$ cat config.mk
export PLATFORM = sky130hd
export DESIGN_NAME = reg_sequencer_flat
export DESIGN_NICKNAME = d
export VERILOG_FILES = /design/src/rtl/reg_sequencer_if.sv /design/src/rtl/reg_sequencer.sv /design/src/flat_wrapper.sv
export SDC_FILE = /design/constraint.sdc
export NUM_CORES = 1
export LEC_CHECK = 0
export BUFFER_PORTS_ARGS = -buffer_cell sky130_fd_sc_hd__buf_2
export CORE_MARGIN = 3
export CORE_UTILIZATION = 45
export CTS_CLUSTER_DIAMETER = 40
export CTS_CLUSTER_SIZE = 40
export DETAILED_ROUTE_END_ITERATION = 8
export HOLD_SLACK_MARGIN = 0.08
export PLACE_DENSITY = 0.83
export SYNTH_ARGS = -nofsm -noshare
export SYNTH_HDL_FRONTEND = slang
export SYNTH_SLANG_ARGS = --single-unit
$ cat constraint.sdc
create_clock -name clk -period 1.75 [get_ports clk]
set_input_delay 0.2625 -clock clk [delete_from_list [all_inputs] [get_ports clk]]
set_output_delay 0.2625 -clock clk [all_outputs]
set_load 0.01 [all_outputs]
$ cat src/rtl/reg_sequencer_if.sv
// rtl/reg_sequencer_if.sv - command, register feedback and strobe bundle for reg_sequencer
interface reg_sequencer_if #(
   parameter int DATA_WIDTH = 16,
   parameter int CNT_WIDTH  = 4
);
   logic                  start;
   logic [2:0]            op;
   logic [CNT_WIDTH-1:0]  amount;
   logic                  fill;
   logic [DATA_WIDTH-1:0] din;
   logic                  abort;
   logic                  reg_msb;
   logic                  reg_lsb;
   logic                  cl;
   logic                  ld;
   logic                  inc;
   logic                  dec;
   logic                  sr;
   logic                  sl;
   logic                  ir;
   logic                  il;
   logic [DATA_WIDTH-1:0] reg_in;
   logic                  busy;
   logic                  done;

   modport master (
      output start, op, amount, fill, din, abort, reg_msb, reg_lsb,
      input  cl, ld, inc, dec, sr, sl, ir, il, reg_in, busy, done
   );

   modport slave (
      input  start, op, amount, fill, din, abort, reg_msb, reg_lsb,
      output cl, ld, inc, dec, sr, sl, ir, il, reg_in, busy, done
   );
endinterface

$ cat src/rtl/reg_sequencer.sv
// rtl/reg_sequencer.sv - repeats a register control strobe a commanded number of cycles
module reg_sequencer #(
   parameter int DATA_WIDTH = 16,
   parameter int CNT_WIDTH  = 4
) (
   input  logic           clk,
   input  logic           rst,
   reg_sequencer_if.slave bus
);
   localparam logic [2:0] OP_CLR  = 3'd0;
   localparam logic [2:0] OP_LOAD = 3'd1;
   localparam logic [2:0] OP_ADDN = 3'd2;
   localparam logic [2:0] OP_SUBN = 3'd3;
   localparam logic [2:0] OP_SHRN = 3'd4;
   localparam logic [2:0] OP_SHLN = 3'd5;
   localparam logic [2:0] OP_RORN = 3'd6;
   localparam logic [2:0] OP_ROLN = 3'd7;

   typedef enum logic [1:0] {
      ST_IDLE = 2'd0,
      ST_RUN  = 2'd1,
      ST_DONE = 2'd2
   } state_t;

   state_t                state;
   state_t                state_nx;
   logic [CNT_WIDTH-1:0]  cnt;
   logic [CNT_WIDTH-1:0]  load_cnt;
   logic [2:0]            op_q;
   logic                  fill_q;
   logic [DATA_WIDTH-1:0] din_q;
   logic                  run_act;

   // CLR and LOAD are single-shot regardless of the requested amount
   assign load_cnt = (bus.op == OP_CLR || bus.op == OP_LOAD) ? CNT_WIDTH'(1) : bus.amount;

   always_ff @(posedge clk) begin
      if (rst) begin
         state  <= ST_IDLE;
         cnt    <= '0;
         op_q   <= OP_CLR;
         fill_q <= 1'b0;
         din_q  <= '0;
      end else begin
         state <= state_nx;
         if (state == ST_IDLE && bus.start) begin
            op_q   <= bus.op;
            fill_q <= bus.fill;
            din_q  <= bus.din;
            cnt    <= load_cnt;
         end else if (state == ST_RUN && cnt > CNT_WIDTH'(1)) begin
            cnt <= cnt - CNT_WIDTH'(1);
         end
      end
   end

   always_comb begin
      state_nx = state;
      case (state)
         ST_IDLE: if (bus.start) state_nx = (load_cnt == '0) ? ST_DONE : ST_RUN;
         ST_RUN:  if (bus.abort || cnt <= CNT_WIDTH'(1)) state_nx = ST_DONE;
         ST_DONE: state_nx = ST_IDLE;
         default: state_nx = ST_IDLE;
      endcase
   end

   // abort suppresses the strobe in the very cycle it is seen
   assign run_act = (state == ST_RUN) && !bus.abort;

   always_comb begin
      bus.cl  = 1'b0;
      bus.ld  = 1'b0;
      bus.inc = 1'b0;
      bus.dec = 1'b0;
      bus.sr  = 1'b0;
      bus.sl  = 1'b0;
      if (run_act) begin
         case (op_q)
            OP_CLR:           bus.cl  = 1'b1;
            OP_LOAD:          bus.ld  = 1'b1;
            OP_ADDN:          bus.inc = 1'b1;
            OP_SUBN:          bus.dec = 1'b1;
            OP_SHRN, OP_RORN: bus.sr  = 1'b1;
            OP_SHLN, OP_ROLN: bus.sl  = 1'b1;
            default:          bus.cl  = 1'b0;
         endcase
      end
   end

   always_comb begin
      bus.ir = 1'b0;
      bus.il = 1'b0;
      case (op_q)
         OP_SHRN: bus.ir = fill_q;
         OP_RORN: bus.ir = bus.reg_lsb;
         OP_SHLN: bus.il = fill_q;
         OP_ROLN: bus.il = bus.reg_msb;
         default: bus.ir = 1'b0;
      endcase
   end

   assign bus.reg_in = din_q;
   assign bus.busy   = (state != ST_IDLE);
   assign bus.done   = (state == ST_DONE);
endmodule
$ cat src/flat_wrapper.sv
// flat-port wrapper written by rule: the top's interface ports become plain ports
module reg_sequencer_flat 
#(
   parameter int DATA_WIDTH = 16,
   parameter int CNT_WIDTH  = 4
)
  (clk, rst, bus_start, bus_op, bus_amount, bus_fill, bus_din, bus_abort, bus_reg_msb, bus_reg_lsb, bus_cl, bus_ld, bus_inc, bus_dec, bus_sr, bus_sl, bus_ir, bus_il, bus_reg_in, bus_busy, bus_done);
  reg_sequencer_if #(.DATA_WIDTH(DATA_WIDTH), .CNT_WIDTH(CNT_WIDTH)) bus_i ();
  input  logic clk;
  input  logic rst;
  input wire logic [$bits(bus_i.start)-1:0] bus_start;
  input wire logic [$bits(bus_i.op)-1:0] bus_op;
  input wire logic [$bits(bus_i.amount)-1:0] bus_amount;
  input wire logic [$bits(bus_i.fill)-1:0] bus_fill;
  input wire logic [$bits(bus_i.din)-1:0] bus_din;
  input wire logic [$bits(bus_i.abort)-1:0] bus_abort;
  input wire logic [$bits(bus_i.reg_msb)-1:0] bus_reg_msb;
  input wire logic [$bits(bus_i.reg_lsb)-1:0] bus_reg_lsb;
  output wire logic [$bits(bus_i.cl)-1:0] bus_cl;
  output wire logic [$bits(bus_i.ld)-1:0] bus_ld;
  output wire logic [$bits(bus_i.inc)-1:0] bus_inc;
  output wire logic [$bits(bus_i.dec)-1:0] bus_dec;
  output wire logic [$bits(bus_i.sr)-1:0] bus_sr;
  output wire logic [$bits(bus_i.sl)-1:0] bus_sl;
  output wire logic [$bits(bus_i.ir)-1:0] bus_ir;
  output wire logic [$bits(bus_i.il)-1:0] bus_il;
  output wire logic [$bits(bus_i.reg_in)-1:0] bus_reg_in;
  output wire logic [$bits(bus_i.busy)-1:0] bus_busy;
  output wire logic [$bits(bus_i.done)-1:0] bus_done;
  assign bus_i.start = bus_start;
  assign bus_i.op = bus_op;
  assign bus_i.amount = bus_amount;
  assign bus_i.fill = bus_fill;
  assign bus_i.din = bus_din;
  assign bus_i.abort = bus_abort;
  assign bus_i.reg_msb = bus_reg_msb;
  assign bus_i.reg_lsb = bus_reg_lsb;
  assign bus_cl = bus_i.cl;
  assign bus_ld = bus_i.ld;
  assign bus_inc = bus_i.inc;
  assign bus_dec = bus_i.dec;
  assign bus_sr = bus_i.sr;
  assign bus_sl = bus_i.sl;
  assign bus_ir = bus_i.ir;
  assign bus_il = bus_i.il;
  assign bus_reg_in = bus_i.reg_in;
  assign bus_busy = bus_i.busy;
  assign bus_done = bus_i.done;
  reg_sequencer #(.DATA_WIDTH(DATA_WIDTH), .CNT_WIDTH(CNT_WIDTH)) u_core (.clk(clk), .rst(rst), .bus(bus_i));
endmodule
# Word level (Yosys, flattened, before mapping)
# Cells that the tools add are included.
dict set report word_totals {
  ff_bits 26
  latch_bits 0
  ramBits 0
  romBits 0
  in_bits 30
  output_inout_bits 26
  elab_cells 56
  mem_count 0
}
dict set report classes {
  n_addsub 1
  multipliers 0
  n_div 0
  magnitude_cmp 2
  eq_ne 12
  shift 0
  n_mux 21
  bitwise 0
  n_reduce_logical 15
}
# cell n
set op_table {}
lappend op_table {{$eq 3x3->1 const B} 4}
lappend op_table {{$mux 1} 12}
lappend op_table {{$mux 4} 3}
lappend op_table {{$eq 3x1->1 const B} 2}
lappend op_table {{$eq 3x2->1 const B} 2}
lappend op_table {{$logic_not 3->1} 2}
lappend op_table {{$mux 2} 3}
lappend op_table {{$gt 4x1->1 const B} 1}
lappend op_table {{$le 4x1->1 const B} 1}
lappend op_table {{$logic_not 4->1} 1}
lappend op_table {{$pmux 1 s2} 2}
lappend op_table {{$pmux 2 s2} 1}
lappend op_table {{$reduce_bool 2->1} 2}
lappend op_table {{$reduce_or 2->1} 2}
lappend op_table {{$sub 4x1->4 const B} 1}
lappend op_table {{$logic_and 1x1->1} 3}
lappend op_table {{$eq 2x1->1 const B} 1}
lappend op_table {{$eq 2x2->1 const B} 1}
lappend op_table {{$logic_not 2->1} 1}
lappend op_table {{$logic_or 1x1->1} 2}
lappend op_table {{$ne 2x1->1 const B} 1}
lappend op_table {{$ne 2x2->1 const B} 1}
lappend op_table {{$reduce_and 2->1} 1}
lappend op_table {{$logic_not 1->1} 1}

# Logic depth before layout (Yosys ltp)
# Gate-level depths: netlist of the first run.
dict set report depth {
  word_depth 7
  depth_mapped 6
  depth_no_buf 6
}

# Least setup slack after synthesis of the first run
# OpenSTA, ideal clock, no wires.
dict set report synth_path {
  kind {register to register}
  start {reg u_core.cnt[0]}
  end {reg u_core.cnt[1]}
  setup_ns 0.087
  arrival_time_ns 1.415
  required_ns 1.663
  setup_slack_ns 0.248
  stages_incl_launch_ff 7
  path_buffers 0
  synth_period_minus_slack_ns 1.502
  cell_sequence {dfxtp_1 -> inv_1 -> ha_1 -> nor2_1 -> o31ai_2 -> mux2_2 -> o31ai_1}
}
dict set report synth_between {
  elab_chain_cells 3
  word_cells_on_any_way 6
  cone_classes {1 x add/sub; 1 x order compare; 2 x mux; 2 x reduce/logical}
}
# item line_no
set synth_lines {}
lappend synth_lines {{start: declaration} reg_sequencer.sv:27} ;# logic [CNT_WIDTH-1:0] cnt;
lappend synth_lines {{start signal: assignment} reg_sequencer.sv:50} ;# cnt <= load_cnt;
lappend synth_lines {{start signal: assignment} reg_sequencer.sv:52} ;# cnt <= cnt - CNT_WIDTH'(1);
lappend synth_lines {{$sub 4x1->4 or $gt 4x1->1 (tied branches)} {reg_sequencer.sv:52, reg_sequencer.sv:51}}
lappend synth_lines {{$mux 4 or $logic_and 1x1->1 (tied branches)} reg_sequencer.sv:51} ;# end else if (state == ST_RUN && cnt > CNT_WIDTH'(1)) begin
lappend synth_lines {{$mux 4 or $reduce_bool 2->1 (tied branches)} n/a}
# Parallel ways exist; a longest one is shown, timed or not. The select of a mux whose other input is x is not followed.
# A chain may end at the register's enable or synchronous reset.

# Final worst setup path of the first run
dict set report layout_path {
  start {reg u_core.cnt[0]}
  end {reg u_core.cnt[3]}
}
# Same word-level chain as after synthesis.

==> results of run 1 <==
==> state kept, by name, summed over array words and instances, names as in the netlist <==
| register | flops |
|---|---|
| u_core.bus.reg_in | 16 |
| u_core.state | 2 |
| u_core.cnt | 4 |
| u_core.op_q | 3 |
| u_core.fill_q | 1 |
==> routing by layer <==
| metal | track usage | vias up | part of all wire |
|---|---|---|---|
| met5 | 0 | - | 0 |
| met4 | 0.0610 | 0 | 0.0089 |
| met3 | 0.0529 | 2 | 0.083 |
| met2 | 0.304 | 43 | 0.47 |
| met1 | 0.224 | 524 | 0.44 |
| li1 | - | 603 | - |
==> cells in the mapped netlist (all sizes together) (3+ instances only) <==
| cell type | instances |
|---|---|
| nor2 | 11 |
| a21oi | 24 |
| buf | 4 |
| inv | 4 |
| nand2 | 48 |
| clkbuf | 3 |
| dfxtp | 26 |
| nor2b | 3 |
==> cell type report <==
class,instances,share of cell area
repair buffers,57,0.194
clock buffers,4,0.0242
flip-flops and latches,26,0.348
inverters,4,0.0100
well taps,28,0.0234
multi-input cells,113,0.401
==> cell families after synthesis <==
family,count (synthesis),synth area share
mux,1,0.00975
buf+inv,11,0.0401
simple gates,76,0.295
flops,26,0.451
fa+ha+maj,2,0.0217
compound gates,33,0.176
xor+xnor,1,0.00759
==> cells in the final DEF (no fill, tap or decap) <==
cell and instances:
nor2_1 10, or2b_1 1, nand4_1 1, buf_2 55, a311oi_2 1, nand2b_1 2, clkbuf_4 3, inv_1 4
ha_1 2, o211a_1 1, o31ai_1 1, or3_1 2, or2_2 1, nor2b_4 1, o31ai_4 1, o22ai_1 1
a311oi_1 1, nor3_1 2, nand2_1 48, and2_0 1, nor3b_1 1, o21bai_1 2, and2b_2 1, xnor2_1 1
mux2_2 1, a21oi_1 24, nand4b_1 1, clkbuf_8 1, a211oi_1 1, nor2b_1 2, dfxtp_1 26, nor4_1 1
buf_4 2, nor2_2 1
==> worst paths after layout <==
check / to / slack (ps)
max: u_core.cnt[3]$_SDFFE_PP0P_ / 120
min reg2reg: u_core.bus.reg_in[1]$_SDFFE_PP0P_ / 460
min: u_core.fill_q$_SDFFE_PP0P_ / 170
max reg2reg: u_core.cnt[3]$_SDFFE_PP0P_ / 120
==> report_power, final <==
group / total (mW) / internal (mW) / switching, mW / leakage, nW
Clock: 0.292 / 0.127 / 0.165 / 0.0210
Sequential: 0.733 / 0.669 / 0.0634 / 0.214
Combinational: 0.467 / 0.203 / 0.264 / 0.466
Total: 1.49 / 0.999 / 0.492 / 0.701
==> critical path: stages (launching register included) <==
cell and delay, ps:
dfxtp_1 370, inv_1 80, ha_1 240, nor2_2 170, o31ai_4 90, or3_1 370, a311oi_2 240
==> impl_metrics.ini, run 1 <==
[outcome]
status = completed

[timing]
setup_viol = 0
clock.fmax_mhz = 614
worst_pin_slew_ps = 474
hold_viol_final = 0
slew_viol_final = 0
layout_min_cycle_time_ps = 1630
tns_ps = 0
rsz0062_at_grt = no
hold_ws_ps = 174
setup_ws_ps = 120
skew_ps = 1.23
fin_crit_sh = 0.931
slew_headroom = 0.684

[grt]
grt_pass1_wl_um = 4720
gr-total-overflow = 0
track_usage = 0.183
antenna_found_initial = 0
grt_max_degree = 27
grt_pass1_vias = 1124

[power_and_ir_drop]
leakage_nw = 0.701
powerDensity_nw_per_um2 = 997
ir_drop_uv = 746
fin_total_pwr_mw = 1.49

[clock_network]
clock_sinks = 26
cts_tree = built
cts_resized = 0
cts_root_buf = clkbuf_4
cts_made_buffers = 3
ctsHoldBuffers = 0
clk_latency_ps = 310
clockBufferDepth = 2
h-tree-depth = 1
clkTransAtPathRegs_ps = 130
post_cts_buffers = 0

[drt]
firstDrtPassIters = 4
avgViaCountPerCell = 5.05
via_count = 1172
drcViolationCount = 0
drt-total-wl_um = 2810
ant_nets = 0
drtIter0Drc = 13
wire_per_inst_um = 12.1

[synthesis]
synth_area_leaders = dfxtp_1 (45%), nand2_1 (16%), a21oi_1 (10%)
synth-seq-cells = 26
synth_top_area_cell = dfxtp_1
yosysTopAreaCellShare = 0.451
synthFlopType = dfxtp_1
ys.warnings.count = 0
synth-edff-count = 0
synth_cells = 150
yosysUniqueCellTypes = 31
synthesis.nets = 182
syn-cell-area_um2 = 1150
synthArstFlopShare = 0
postSynthAreaPerCell_um2 = 7.70
seq_area_frac_synth = 0.451

[worst_setup_path]
worst_setup_path_start_kind = flip-flop
cp-startpoint = u_core.cnt[0]$_SDFFE_PP0P_
rr_startpoint = u_core.cnt[0]$_SDFFE_PP0P_
required_ps = 1980
reg2reg_depth = 6
cp_max_fo = 4
endpoint_kind = flip-flop
critPathKind = flip-flop to flip-flop
critPathArrivalTime_ps = 1860

[die]
row_count = 17
initial_utilization = 0.498
ios = 56
die_h_um = 56.7
core_area_um2 = 2320
die_x_um = 56.7
die_area_um2 = 3210

[finish]
final_area_um2 = 1500
drive_above_1_share = 0.333
num-fill-cells = 215
antenna_cells = 0
fin_util = 0.645
multiInputGateArea_um2 = 599
layout.nets = 237
regArea_um2 = 520
area_delta_synth_final_pct = 29.6
fin_cells = 232

[hold_path]
hold_class = primary input to flip-flop
min_path_cells = 3
hp-start = bus_fill

[flow_run]
max_cap_viol_count = 0

[place]
gp_congestion = 0.787
placedCellCount = 228
portBuffers = 55
dpl_cell_area_um2 = 1450
hpwl_um = 2170
place_worst_setup_slack_ps = 89.0
Note: power is estimated with default switching activity, not from simulation.
==> inputs of run 2 (changes only) <==
CELL_PAD_IN_SITES_DETAIL_PLACEMENT = 1   (was not set)
CELL_PAD_IN_SITES_GLOBAL_PLACEMENT = 2   (was not set)
CORE_UTILIZATION = 25   (was 45)
PLACE_DENSITY = 0.87   (was 0.83)
clock period = 2.1 ns   (was 1.75 ns; I/O delays follow)
==> impl_metrics.ini, run 2 (same netlist as run 1, synthesis figures left out) <==
[grt]
grt_busiest_layer = met2
globalRouteMet1Util = 0.154
track_usage = 0.125
grt_pass1_vias = 1196
antenna_found_initial = 0
use_met2 = 0.217
grt_pass1_wl_um = 5360
met3_usage = 0.0311
grt_max_degree = 23
gr-total-overflow = 0

[place]
gp_congestion = 0.712
placedCellCount = 253
portBuffers = 55
hpwl_um = 2530

[timing]
rsz0062_at_grt = no
skew_ps = 1.71
fin_crit_sh = 0.830
setup_viol = 0
slew_viol_final = 0
worst_pin_slew_ps = 485
layout_min_cycle_time_ps = 1740
hold_ws_ps = 271
clock.fmax_mhz = 574
hold_viol_final = 0
slew_headroom = 0.676
tns_ps = 0

[finish]
antenna_cells = 0
layout.nets = 238
final_cell_mix = buf_2 (55), nand2_1 (48), dfxtp_1 (26)
fin_cells = 257
layout_commonest_cell = buf_2
drive_above_1_share = 0.332
area_delta_synth_final_pct = 34.9
largest_reg_flops = 16

[worst_setup_path]
cp.buffers_inverters = 1
critPathKind = flip-flop to flip-flop
cp_top_family = compound AO/OA/AOI/OAI gates
cp_max_fo = 4
worst_setup_path_start_kind = flip-flop
path_cells = inv_1 > ha_1 > nor2_1 > o31ai_2 > mux2_2 > o31ai_1
endpoint_kind = flip-flop
required_ps = 2280
critPathArrivalTime_ps = 1920
crit_slowest_cell = mux2_2
slowest_delay_ps = 400

[drt]
ant_nets = 0
wire_per_inst_um = 12.8
firstDrtPassIters = 3
drtIter0Drc = 13
via_count = 1195
avgViaCountPerCell = 4.65
drcViolationCount = 0
drt-total-wl_um = 3290

[clock_network]
clock_sinks = 26
ctsHoldBuffers = 0
clk_latency_ps = 270
cts_made_buffers = 3
post_cts_buffers = 0
clockBufferDepth = 2
clkTransAtPathRegs_ps = 90
cts_root_buf = clkbuf_8
cts_resized = 0
h-tree-depth = 1
cts_tree = built

[die]
core_area_um2 = 4410
row_count = 24
die_h_um = 74.0
initial_utilization = 0.262
die_area_um2 = 5470
ios = 56
die_x_um = 74.0

[power_and_ir_drop]
power_frac_comb = 0.276
ir_drop_uv = 396
clockPowerShare = 0.294
powerDensity_nw_per_um2 = 909
internal_power_mw = 0.978
pwr-share-seq = 0.430
switching_share = 0.309
leakage_nw = 0.720
p_switching_mw = 0.437

[outcome]
status = completed

[hold_path]
hold_class = primary input to flip-flop

[flow_run]
max_cap_viol_count = 0
-- run 2: power groups by stage --
stage / Sequential [mW] / Combinational (mW) / Clock [mW]
2_1_floorplan: 0.627 / 0.243 / 0
3_3_place_gp: 0.619 / 0.388 / 0
3_5_place_dp: 0.621 / 0.397 / 0
4_1_cts: 0.610 / 0.398 / 0.431
5_1_grt: 0.621 / 0.444 / 0.452
6_report: 0.609 / 0.390 / 0.416
-- run 2: metrics by stage --
stage / instance area (um2) / power, mW / util / setup slack, ps
floorplan: 1150 / 0.870 / - / 598
global placement: 1490 / 1.01 / 0.337 / 515
detailed placement: 1490 / 1.02 / 0.337 / 380
CTS: 1560 / 1.44 / 0.353 / 359
global route: 1560 / 1.52 / 0.353 / 234
finish: 1560 / 1.42 / 0.353 / 357
-- run 2: worst paths after layout --
check             slack, ps                           endpoint  depth (start not counted)                       start
setup / recovery        360         u_core.cnt[1]$_SDFFE_PP0P_                          6  u_core.cnt[0]$_SDFFE_PP0P_
hold / removal          270  u_core.bus.reg_in[4]$_SDFFE_PP0P_                          3                  bus_din[4]
hold reg to reg         460         u_core.fill_q$_SDFFE_PP0P_                          2  u_core.fill_q$_SDFFE_PP0P_
setup reg to reg        360         u_core.cnt[1]$_SDFFE_PP0P_                          6  u_core.cnt[0]$_SDFFE_PP0P_
-- run 2: worst reg2reg max path, cell delays in order, from the launching register on --
cell and delay [ps]:
dfxtp_1 340, inv_1 90, ha_1 190, nor2_1 70, o31ai_2 360, mux2_2 400, o31ai_1 210
-- run 2: cell type report --
class	count	area [um2]
flip-flops and latches	26	520
clock inverters	1	30.0
clock buffers	3	41.3
well taps	52	65.1
multi-input cells	113	588
fillers	563	2860
repair buffers	58	298
inverters	4	15.0
-- run 2: routing by layer --
layer	wire length, um	up-vias
met4	9	0
li1	-	606
met5	0	-
met1	1470	548
met3	267	2
met2	1550	39
